**config.mk**
```make
export PLATFORM = sky130hd
export DESIGN_NAME = kb_scan_sequencer
export DESIGN_NICKNAME = d
export VERILOG_FILES = /design/src/rtl/kb_pkg.sv /design/src/rtl/kb_ascii_fifo.sv /design/src/rtl/kb_scan_sequencer.sv
export SDC_FILE = /design/constraint.sdc
export NUM_CORES = 1
export LEC_CHECK = 0
export ABC_CLOCK_PERIOD_IN_PS = 8300
export CORE_ASPECT_RATIO = 1.25
export CORE_MARGIN = 1.5
export CORE_UTILIZATION = 40
export DETAILED_ROUTE_END_ITERATION = 6
export PLACE_DENSITY_LB_ADDON = 0.1
export SYNTH_ARGS = -nofsm -noshare
export SYNTH_HDL_FRONTEND = slang
export SYNTH_SLANG_ARGS = --single-unit
```
**constraint.sdc**
```tcl
create_clock -name clk -period 8.3 [get_ports clk]
set_clock_uncertainty 0.05 [all_clocks]
set_input_delay 1.66 -clock clk [delete_from_list [all_inputs] [get_ports clk]]
set_output_delay 1.66 -clock clk [all_outputs]
set_load 0.1 [all_outputs]
```
**src/rtl/kb_pkg.sv**
```systemverilog
// ---------------------------------------------------------------------------
// kb_pkg
// Shared definitions for the PS/2 keyboard scan sequencer: the set-2
// scan-code bytes the sequencer treats specially, and the encoding of the
// prefix-decoding state machine.
// ---------------------------------------------------------------------------
package kb_pkg;

    // Prefix bytes
    localparam logic [7:0] SC_BREAK  = 8'hF0;
    localparam logic [7:0] SC_EXT    = 8'hE0;

    // Modifier keys handled inside the sequencer
    localparam logic [7:0] SC_LSHIFT = 8'h12;
    localparam logic [7:0] SC_RSHIFT = 8'h59;
    localparam logic [7:0] SC_CAPS   = 8'h58;

    // Prefix decoder states
    typedef enum logic [2:0] {
        IDLE      = 3'd0,
        BREAK     = 3'd1,
        EXT       = 3'd2,
        EXT_BREAK = 3'd3,
        LOOKUP    = 3'd4
    } kb_state_t;

endpackage

```
**src/rtl/kb_ascii_fifo.sv**
```systemverilog
// ---------------------------------------------------------------------------
// kb_ascii_fifo
// First-word fall-through FIFO for translated characters. The head entry
// is visible on pop_data whenever the FIFO is not empty. When it is empty,
// pop_data reads 0x00.
//
// Parameters:
//   DEPTH      number of entries (power of two, >= 2)
// Ports:
//   clk        clock
//   reset      asynchronous, active-high reset (clears pointers)
//   push       write push_data this cycle (ignored when full unless popping)
//   push_data  character to write
//   pop        remove head this cycle (ignored when empty)
//   pop_data   current head entry
//   full       all DEPTH entries occupied
//   empty      no entries
//   count      current occupancy, 0..DEPTH
// ---------------------------------------------------------------------------
module kb_ascii_fifo #(
    parameter int DEPTH = 8
) (
    input  logic                     clk,
    input  logic                     reset,
    input  logic                     push,
    input  logic [7:0]               push_data,
    input  logic                     pop,
    output logic [7:0]               pop_data,
    output logic                     full,
    output logic                     empty,
    output logic [$clog2(DEPTH):0]   count
);

    localparam int AW = $clog2(DEPTH);

    logic [7:0]  mem [DEPTH];
    logic [AW:0] wr_ptr_q, wr_ptr_d;
    logic [AW:0] rd_ptr_q, rd_ptr_d;
    logic        pop_ok;
    logic        push_ok;

    // The pointers carry one extra wrap bit so that full and empty can be
    // told apart when the index bits are equal.
    assign count    = wr_ptr_q - rd_ptr_q;
    assign empty    = (wr_ptr_q == rd_ptr_q);
    assign full     = (wr_ptr_q[AW] != rd_ptr_q[AW]) &&
                      (wr_ptr_q[AW-1:0] == rd_ptr_q[AW-1:0]);
    assign pop_ok   = pop && !empty;
    // A pop in the same cycle frees the slot, so a push into a full FIFO
    // is still accepted.
    assign push_ok  = push && (!full || pop_ok);
    assign pop_data = empty ? 8'h00 : mem[rd_ptr_q[AW-1:0]];

    always_comb begin
        wr_ptr_d = wr_ptr_q;
        rd_ptr_d = rd_ptr_q;
        if (push_ok) wr_ptr_d = wr_ptr_q + 1'b1;
        if (pop_ok)  rd_ptr_d = rd_ptr_q + 1'b1;
    end

    always_ff @(posedge clk or posedge reset) begin
        if (reset) begin
            wr_ptr_q <= '0;
            rd_ptr_q <= '0;
        end else begin
            wr_ptr_q <= wr_ptr_d;
            rd_ptr_q <= rd_ptr_d;
        end
    end

    // The storage array is not reset. Its contents are qualified by the
    // pointers.
    always_ff @(posedge clk) begin
        if (push_ok) mem[wr_ptr_q[AW-1:0]] <= push_data;
    end

endmodule

```
**src/rtl/kb_scan_sequencer.sv**
```systemverilog
// ---------------------------------------------------------------------------
// kb_scan_sequencer
// Sequences raw PS/2 set-2 scan-code bytes into an external combinational
// scan-to-ASCII lookup and queues the non-zero results in a FIFO.
//
// Processing steps:
//   - Decodes the break (F0) and extended (E0) prefixes.
//   - Tracks the left/right shift and caps-lock modifier state.
//   - Keeps the last make code (held_sc) so that a release can clear it.
//
// Build option:
//   KB_SUPPRESS_REPEAT_EN  When defined, a make code in IDLE that equals
//                          held_sc (a typematic repeat) is ignored. Each
//                          physical press then produces one character.
//
// Ports:
//   clk, reset    clock; asynchronous active-high reset
//   sc_in         scan-code byte from the PS/2 receiver
//   sc_valid      one-cycle strobe qualifying sc_in
//   lut_sc        registered scan code presented to the lookup
//   lut_shift     shift modifier to the lookup (lshift | rshift)
//   lut_caps      caps-lock modifier to the lookup
//   lut_ascii     lookup result; 0x00 means no character
//   ascii_data    FIFO head (first-word fall-through)
//   ascii_valid   FIFO non-empty
//   ascii_ready   consumer accepts the head when high with ascii_valid
//   fifo_count    current FIFO occupancy
//   overflow      sticky: a character was dropped on a full FIFO
//   sc_drop       pulse: a byte arrived during LOOKUP and was discarded
// ---------------------------------------------------------------------------
module kb_scan_sequencer
    import kb_pkg::*;
#(
    parameter int FIFO_DEPTH = 8
) (
    input  logic                          clk,
    input  logic                          reset,
    input  logic [7:0]                    sc_in,
    input  logic                          sc_valid,
    output logic [7:0]                    lut_sc,
    output logic                          lut_shift,
    output logic                          lut_caps,
    input  logic [7:0]                    lut_ascii,
    output logic [7:0]                    ascii_data,
    output logic                          ascii_valid,
    input  logic                          ascii_ready,
    output logic [$clog2(FIFO_DEPTH):0]   fifo_count,
    output logic                          overflow,
    output logic                          sc_drop
);

    kb_state_t   state_q, state_d;
    logic [7:0]  lut_sc_q, lut_sc_d;
    logic [7:0]  held_sc_q, held_sc_d;
    logic        lshift_q, lshift_d;
    logic        rshift_q, rshift_d;
    logic        caps_q, caps_d;
    logic        caps_held_q, caps_held_d;
    logic        overflow_q, overflow_d;

    logic        fifo_push;
    logic        fifo_pop;
    logic        fifo_full;
    logic        fifo_empty;

    assign lut_sc      = lut_sc_q;
    assign lut_shift   = lshift_q | rshift_q;
    assign lut_caps    = caps_q;
    assign overflow    = overflow_q;
    assign ascii_valid = !fifo_empty;

    // The lookup result is consumed in the single LOOKUP cycle.
    assign fifo_push = (state_q == LOOKUP) && (lut_ascii != 8'h00);
    assign fifo_pop  = ascii_valid && ascii_ready;
    assign sc_drop   = (state_q == LOOKUP) && sc_valid;

    // Next-state logic for prefix decoding and modifier tracking. Every
    // change is triggered by an sc_valid byte, except the LOOKUP -> IDLE
    // return.
    always_comb begin
        state_d     = state_q;
        lut_sc_d    = lut_sc_q;
        held_sc_d   = held_sc_q;
        lshift_d    = lshift_q;
        rshift_d    = rshift_q;
        caps_d      = caps_q;
        caps_held_d = caps_held_q;

        case (state_q)
            IDLE: begin
                if (sc_valid) begin
                    if (sc_in == SC_BREAK) begin
                        state_d = BREAK;
                    end else if (sc_in == SC_EXT) begin
                        state_d = EXT;
                    end else if (sc_in == SC_LSHIFT) begin
                        lshift_d = 1'b1;
                    end else if (sc_in == SC_RSHIFT) begin
                        rshift_d = 1'b1;
                    end else if (sc_in == SC_CAPS) begin
                        // Caps toggles once per press. Typematic repeats
                        // are blocked until the key is released.
                        if (!caps_held_q) begin
                            caps_d      = !caps_q;
                            caps_held_d = 1'b1;
                        end
                    end else begin
`ifdef KB_SUPPRESS_REPEAT_EN
                        if (sc_in != held_sc_q) begin
                            lut_sc_d  = sc_in;
                            held_sc_d = sc_in;
                            state_d   = LOOKUP;
                        end
`else
                        lut_sc_d  = sc_in;
                        held_sc_d = sc_in;
                        state_d   = LOOKUP;
`endif
                    end
                end
            end
            BREAK: begin
                if (sc_valid) begin
                    if (sc_in == SC_LSHIFT) lshift_d    = 1'b0;
                    if (sc_in == SC_RSHIFT) rshift_d    = 1'b0;
                    if (sc_in == SC_CAPS)   caps_held_d = 1'b0;
                    if (sc_in == held_sc_q) held_sc_d   = 8'h00;
                    state_d = IDLE;
                end
            end
            EXT: begin
                if (sc_valid) begin
                    state_d = (sc_in == SC_BREAK) ? EXT_BREAK : IDLE;
                end
            end
            EXT_BREAK: begin
                if (sc_valid) state_d = IDLE;
            end
            LOOKUP: begin
                state_d = IDLE;
            end
            default: begin
                state_d = IDLE;
            end
        endcase
    end

    // The overflow flag is sticky. It is set only when a push finds the
    // FIFO full and no pop is freeing a slot in the same cycle.
    always_comb begin
        overflow_d = overflow_q;
        if (fifo_push && fifo_full && !fifo_pop) overflow_d = 1'b1;
    end

    always_ff @(posedge clk or posedge reset) begin
        if (reset) begin
            state_q     <= IDLE;
            lut_sc_q    <= 8'h00;
            held_sc_q   <= 8'h00;
            lshift_q    <= 1'b0;
            rshift_q    <= 1'b0;
            caps_q      <= 1'b0;
            caps_held_q <= 1'b0;
            overflow_q  <= 1'b0;
        end else begin
            state_q     <= state_d;
            lut_sc_q    <= lut_sc_d;
            held_sc_q   <= held_sc_d;
            lshift_q    <= lshift_d;
            rshift_q    <= rshift_d;
            caps_q      <= caps_d;
            caps_held_q <= caps_held_d;
            overflow_q  <= overflow_d;
        end
    end

    kb_ascii_fifo #(
        .DEPTH (FIFO_DEPTH)
    ) u_fifo (
        .clk       (clk),
        .reset     (reset),
        .push      (fifo_push),
        .push_data (lut_ascii),
        .pop       (fifo_pop),
        .pop_data  (ascii_data),
        .full      (fifo_full),
        .empty     (fifo_empty),
        .count     (fifo_count)
    );

endmodule
```
After elaboration in Yosys (flattened, before gate mapping). Memories as Yosys holds them, arrays and structs flattened. Index checks and enable logic that the tools add are counted.

Register bits after elaboration: 24. Bits in latches: 0. Memory bits (writable): 64. Bits in read-only memories: 0. Word-level logic and storage cells: 109. Memories: 1.

$add $sub $neg: 3. Multiply operators: 0. Divide/modulo/power cells: 0. Order comparisons: 0. Equal/unequal tests: 29. Shift-type cells: 0. Muxes and demuxes: 37. Bitwise gates (word level): 7. Reduce and logical (&&, ||, !) cells: 23.

Memory list: u_fifo.mem (words 8, width 8, rd ports 1, clocked after Yosys merged registers in 0, wr ports 1, RTL line kb_ascii_fifo.sv:36) `logic [7:0] mem [DEPTH];`.

Operator list (number): $ne A2 B2 Y1 const B (13); $mux W3 (8); $mux W1 (23); $eq A8 B7 Y1 const B (2); $eq A8 B8 Y1 const B (2); $reduce_and A8 Y1 (2); $reduce_and A7 Y1 (2); $ne A4 B4 Y1 const B (3); $pmux W3 S3 (1); $reduce_and A9 Y1 (1); $add A4 B1 Y4 const B (2); $eq A8 B5 Y1 const B (1); $logic_and A1 B1 Y1 (8); $mux W8 (1); $reduce_bool A8 Y1 (1); $eq A3 B2 Y1 const B (2); $not A1 Y1 (6); $pmux W1 S2 (3); $reduce_and A6 Y1 (1); $eq A4 B4 Y1 (1); $logic_not A1 Y1 (4); $sub A4 B4 Y4 (1); $eq A3 B1 Y1 const B (1); $eq A3 B3 Y1 (1); 9 further kinds (9).

Logic depth before layout (Yosys ltp).
Depth in word-level cells: 8. Depth in mapped cells: 9. Mapped depth without buffers: 6.

Hierarchy. From an unflattened synthesis, not the netlist that was laid out.

Cell total of the unflattened synthesis: 259. Area total of the unflattened synthesis: 3826.2 um^2.

By module, submodules not included: kb_ascii_fifo (times used 1, cells an instance 192, area each 3050.4 um^2, sequential area each 2122.0 um^2); kb_scan_sequencer (times used 1, cells an instance 67, area each 775.7 um^2, sequential area each 400.4 um^2).

Worst setup path before layout. OpenSTA, ideal clock, no wires.

Path kind: reg2out. From: register u_fifo.rd_ptr_q[1]. To: output ascii_data[0]. Data arrival time: 3088 ps. Data required time: 6590 ps. Path slack: 3502 ps. Cell stages (with the launch flop): 8. Buffers on the path: 3. Cells stage by stage: dfrtp_1 -> buf_2 -> buf_1 -> inv_1 -> ha_1 -> and4_1 -> buf_2 -> a21oi_1.

Longest elaborated chain between the ends: 2.

RTL lines: from (decl) (RTL line kb_ascii_fifo.sv:38) `logic [AW:0] rd_ptr_q, rd_ptr_d;`; from (signal assigned) (RTL line kb_ascii_fifo.sv:67) `rd_ptr_q <= rd_ptr_d;`; $mem_v2 Z8 W8 / $eq A4 B4 Y1 (equally long branches); $mux W8 (*) (RTL line kb_ascii_fifo.sv:52) `assign pop_data = empty ? 8'h00 : mem[rd_ptr_q[AW-1:0]];`; to (decl) (RTL line kb_scan_sequencer.sv:44) `output logic [7:0] ascii_data,`.

Mark *: on every way between the ends. The rest lies on a longest branch, timed or not.

Worst setup path after layout.
From: input sc_valid. To: output sc_drop.

Longest elaborated chain between the ends: 1.

RTL lines: from (decl) (RTL line kb_scan_sequencer.sv:39) `input logic sc_valid,`; $logic_and A1 B1 Y1 (RTL line kb_scan_sequencer.sv:75) `assign sc_drop = (state_q == LOOKUP) && sc_valid;`; to (decl) (RTL line kb_scan_sequencer.sv:49) `output logic sc_drop`.

Every way passes these cells.

==> metrics.yaml <==
syn-num-nets: 263
hpwl_mm: 5.19
nNetsFinal: 315
fmax_ghz: 0.188
ff2ff_path_depth: 6
synth_fa_ha_area_frac: 0.0216
diodes: 0
cts_resized: 0
arrival_ns: 3.61
grt_start_max_net_pins: 25
regToRegEndpoint: "u_fifo.mem[5][7]"
reg2reg_setup_slack_ns: 5.30
cts_tree: "yes"
syn_to_final_growth_pct: 23.4
clk_pin_slew_ns: 0.06
synth_async_sr_flop_share: 0.273
gp_congestion: 0.781
finalSetupTns_ns: 0
cp_top_family: "buffers and inverters"
wirelength_mm: 7.64
use_met1: 0.197
cp-startpoint: "sc_valid"
synth.area.mux_share: 0.141
yosys.area_share.simple: 0.0881
num_vias: 2138
layout.area.seq_sq_mm: 0.00252
synthTopCellsByArea: "edfxtp_1 50%, dfrtp_1 16%, mux4_2 9.4%, mux2_4 3.1%, nand2_1 2.2%"
start_util: 0.414
drt_iter0_drc: 124
first_pass_iters: 4
drc_errors: 0
num_rows: 39
worstMarginPinSlew_ns: 0.982
busiest_layer: "met2"
fin_crit_sh: 0.642
h-tree-depth: 3
synth-xor-area-share: 0.0229
clock_path_buffers: 2
cts-hold-fix-buffers: 0
grtUsageTotal: 0.163
slowest_delay_ns: 1.12
synth_cell_types: 43
numClockSinks: 88
via_per_inst: 5.13
cap_violations: 0
synth_top_family_by_area: "multiplexers"
relSlewSlack: 0.345
die_w_um: 90.4
path_max_fanout: 7
detail-route-antenna-nets: 0
io_pins: 45
antenna_found_initial: 0
syn_avg_cell_area_sq_um: 16.1
portBuffers: 44
seq_area_frac_synth: 0.660
cp.depth: 3
ys_ff_latch: 88
startpoint_type: "input port"
cts_buffers: 9
worst_path_max_delay_cell: "clkdlybuf4s50_1"
regToRegStartpoint: "u_fifo.rd_ptr_q[1]"
syn_area_sq_mm: 0.00382
period_needed_ns: 5.32
grt_remaining_overflow: 0
grt_pass1_wl_mm: 12.2
criticalPathCategory: "input port to primary output"
clock_latency_ns: 0.33
synth_compound_area_frac: 0.0409
grt_pass1_vias: 2290
crit_top_cell: "clkdlybuf4s50_1"
wire_per_inst_um: 18.3
setup_viol: 0
synth_top_area_cell: "edfxtp_1"
synth-warning-count: 0
synthTopCellsByCount: "64 x edfxtp_1, 24 x dfrtp_1, 22 x nand2_1"
synthFlopType: "edfxtp_1"
hp-class: "register to register"
synth-edff-count: 64
clockRootBuffer: "clkbuf_16"
rsz0062_at_grt: "false"
yosysTopAreaCellShare: 0.503
yosysMostFrequentCell: "edfxtp_1"
synth_cells: 237
die_h_um: 112
die_area_sq_mm: 0.0101
core_sq_mm: 0.00922
end_kind: "primary output"
worst_ep_required_time_ns: 6.59
postCtsSetupRepairBufs: 0
nFillCells: 751
finalHoldViolCount: 0
slew_viol_final: 0
worst-path-buf-inv: 2
grt_use_met3: 0.0366
multi_input_area_sq_mm: 0.00120
status: "finished, final reports clean"
crit_chain: "clkdlybuf4s50_1 -> and3_1 -> clkdlybuf4s50_1"
drive_gt1_frac: 0.180
use_met2: 0.274
setup.worst_path.end: "sc_drop"
==> cell usage in the layout, fill, tap and decap left out, types with 2 or more instances in the layout <==
cell / instances
nand2_1: 22
clkdlybuf4s50_1: 44
nand4b_1: 2
ha_1: 5
inv_1: 11
edfxtp_1: 64
clkbuf_16: 9
clkbuf_1: 3
dfrtp_1: 24
mux4_2: 16
nor2_1: 6
and3_1: 3
nor4_1: 4
a21oi_1: 10
xnor2_1: 9
nand2b_1: 2
nor3_1: 6
nor4b_1: 2
mux2_1: 3
a21o_1: 3
buf_4: 6
clkbuf_8: 2
nand3_1: 8
mux2_2: 2
mux2_4: 8
==> stage by stage <==
step,cell area (sq um),instances,hold slack [ns],setup slack [ns],util
6_report,4710,417,0.421,2.98,0.511
4_1_cts,4710,417,0.424,2.98,0.511
3_3_place_gp,4410,401,0.407,3.00,0.478
5_1_grt,4710,417,0.441,2.91,0.511
3_5_place_dp,4410,401,0.406,2.99,0.478
2_1_floorplan,3820,237,0.399,3.50,-
==> worst min path at each step <==
stage	startpoint	endpoint	slack, ns	cells after the start
3_3_place_gp	lut_caps	lut_caps	0.41	1
5_1_grt	overflow	overflow	0.44	1
6_report	lut_caps	lut_caps	0.42	1
4_1_cts	lut_caps	lut_caps	0.42	1
3_5_place_dp	overflow	overflow	0.41	1
2_1_floorplan	rshift_q	rshift_q	0.40	1
==> worst reg2reg max path: stages (launching register included) <==
cell	delay, ns
dfrtp_1	0.99
inv_1	0.11
ha_1	0.36
nand3_1	0.10
or3_1	0.21
nand3_1	0.15
nor2_1	0.66
==> layout make-up <==
class                      count  share of cell area
clock buffer                  14              0.0560
clock inverter                 2             0.00823
inverter                      13              0.0104
multi-input combinational    127               0.255
sequential                    88               0.535
tap                          123              0.0327
timing repair buffer          50               0.103
==> logic make-up after synthesis <==
family / count (synthesis)
muxes: 29
xor gates and xnor gates: 10
DFF: 88
buffers and inverters: 22
AOI/OAI and AO/OA: 18
adders and majority gates: 6
and+or+nand+nor: 64
==> metal layers <==
metal / share of wire / up-vias / wire, um
met1: 0.43 / 1092 / 3290
met5: 0 / - / 0
li1: - / 997 / -
met2: 0.51 / 39 / 3920
met4: 0.022 / 0 / 165
met3: 0.035 / 10 / 270
==> flip-flops by register name (all words and copies together) (netlist names) <==
signal	flops
overflow	1
u_fifo.rd_ptr_q	4
lshift_q	1
u_fifo.mem	64
lut_caps	1
u_fifo.wr_ptr_q	4
caps_held_q	1
lut_sc	8
rshift_q	1
state_q	3
Power is not shown: default switching activity piles up to over one toggle a cycle in this logic, so the estimate is an artifact.
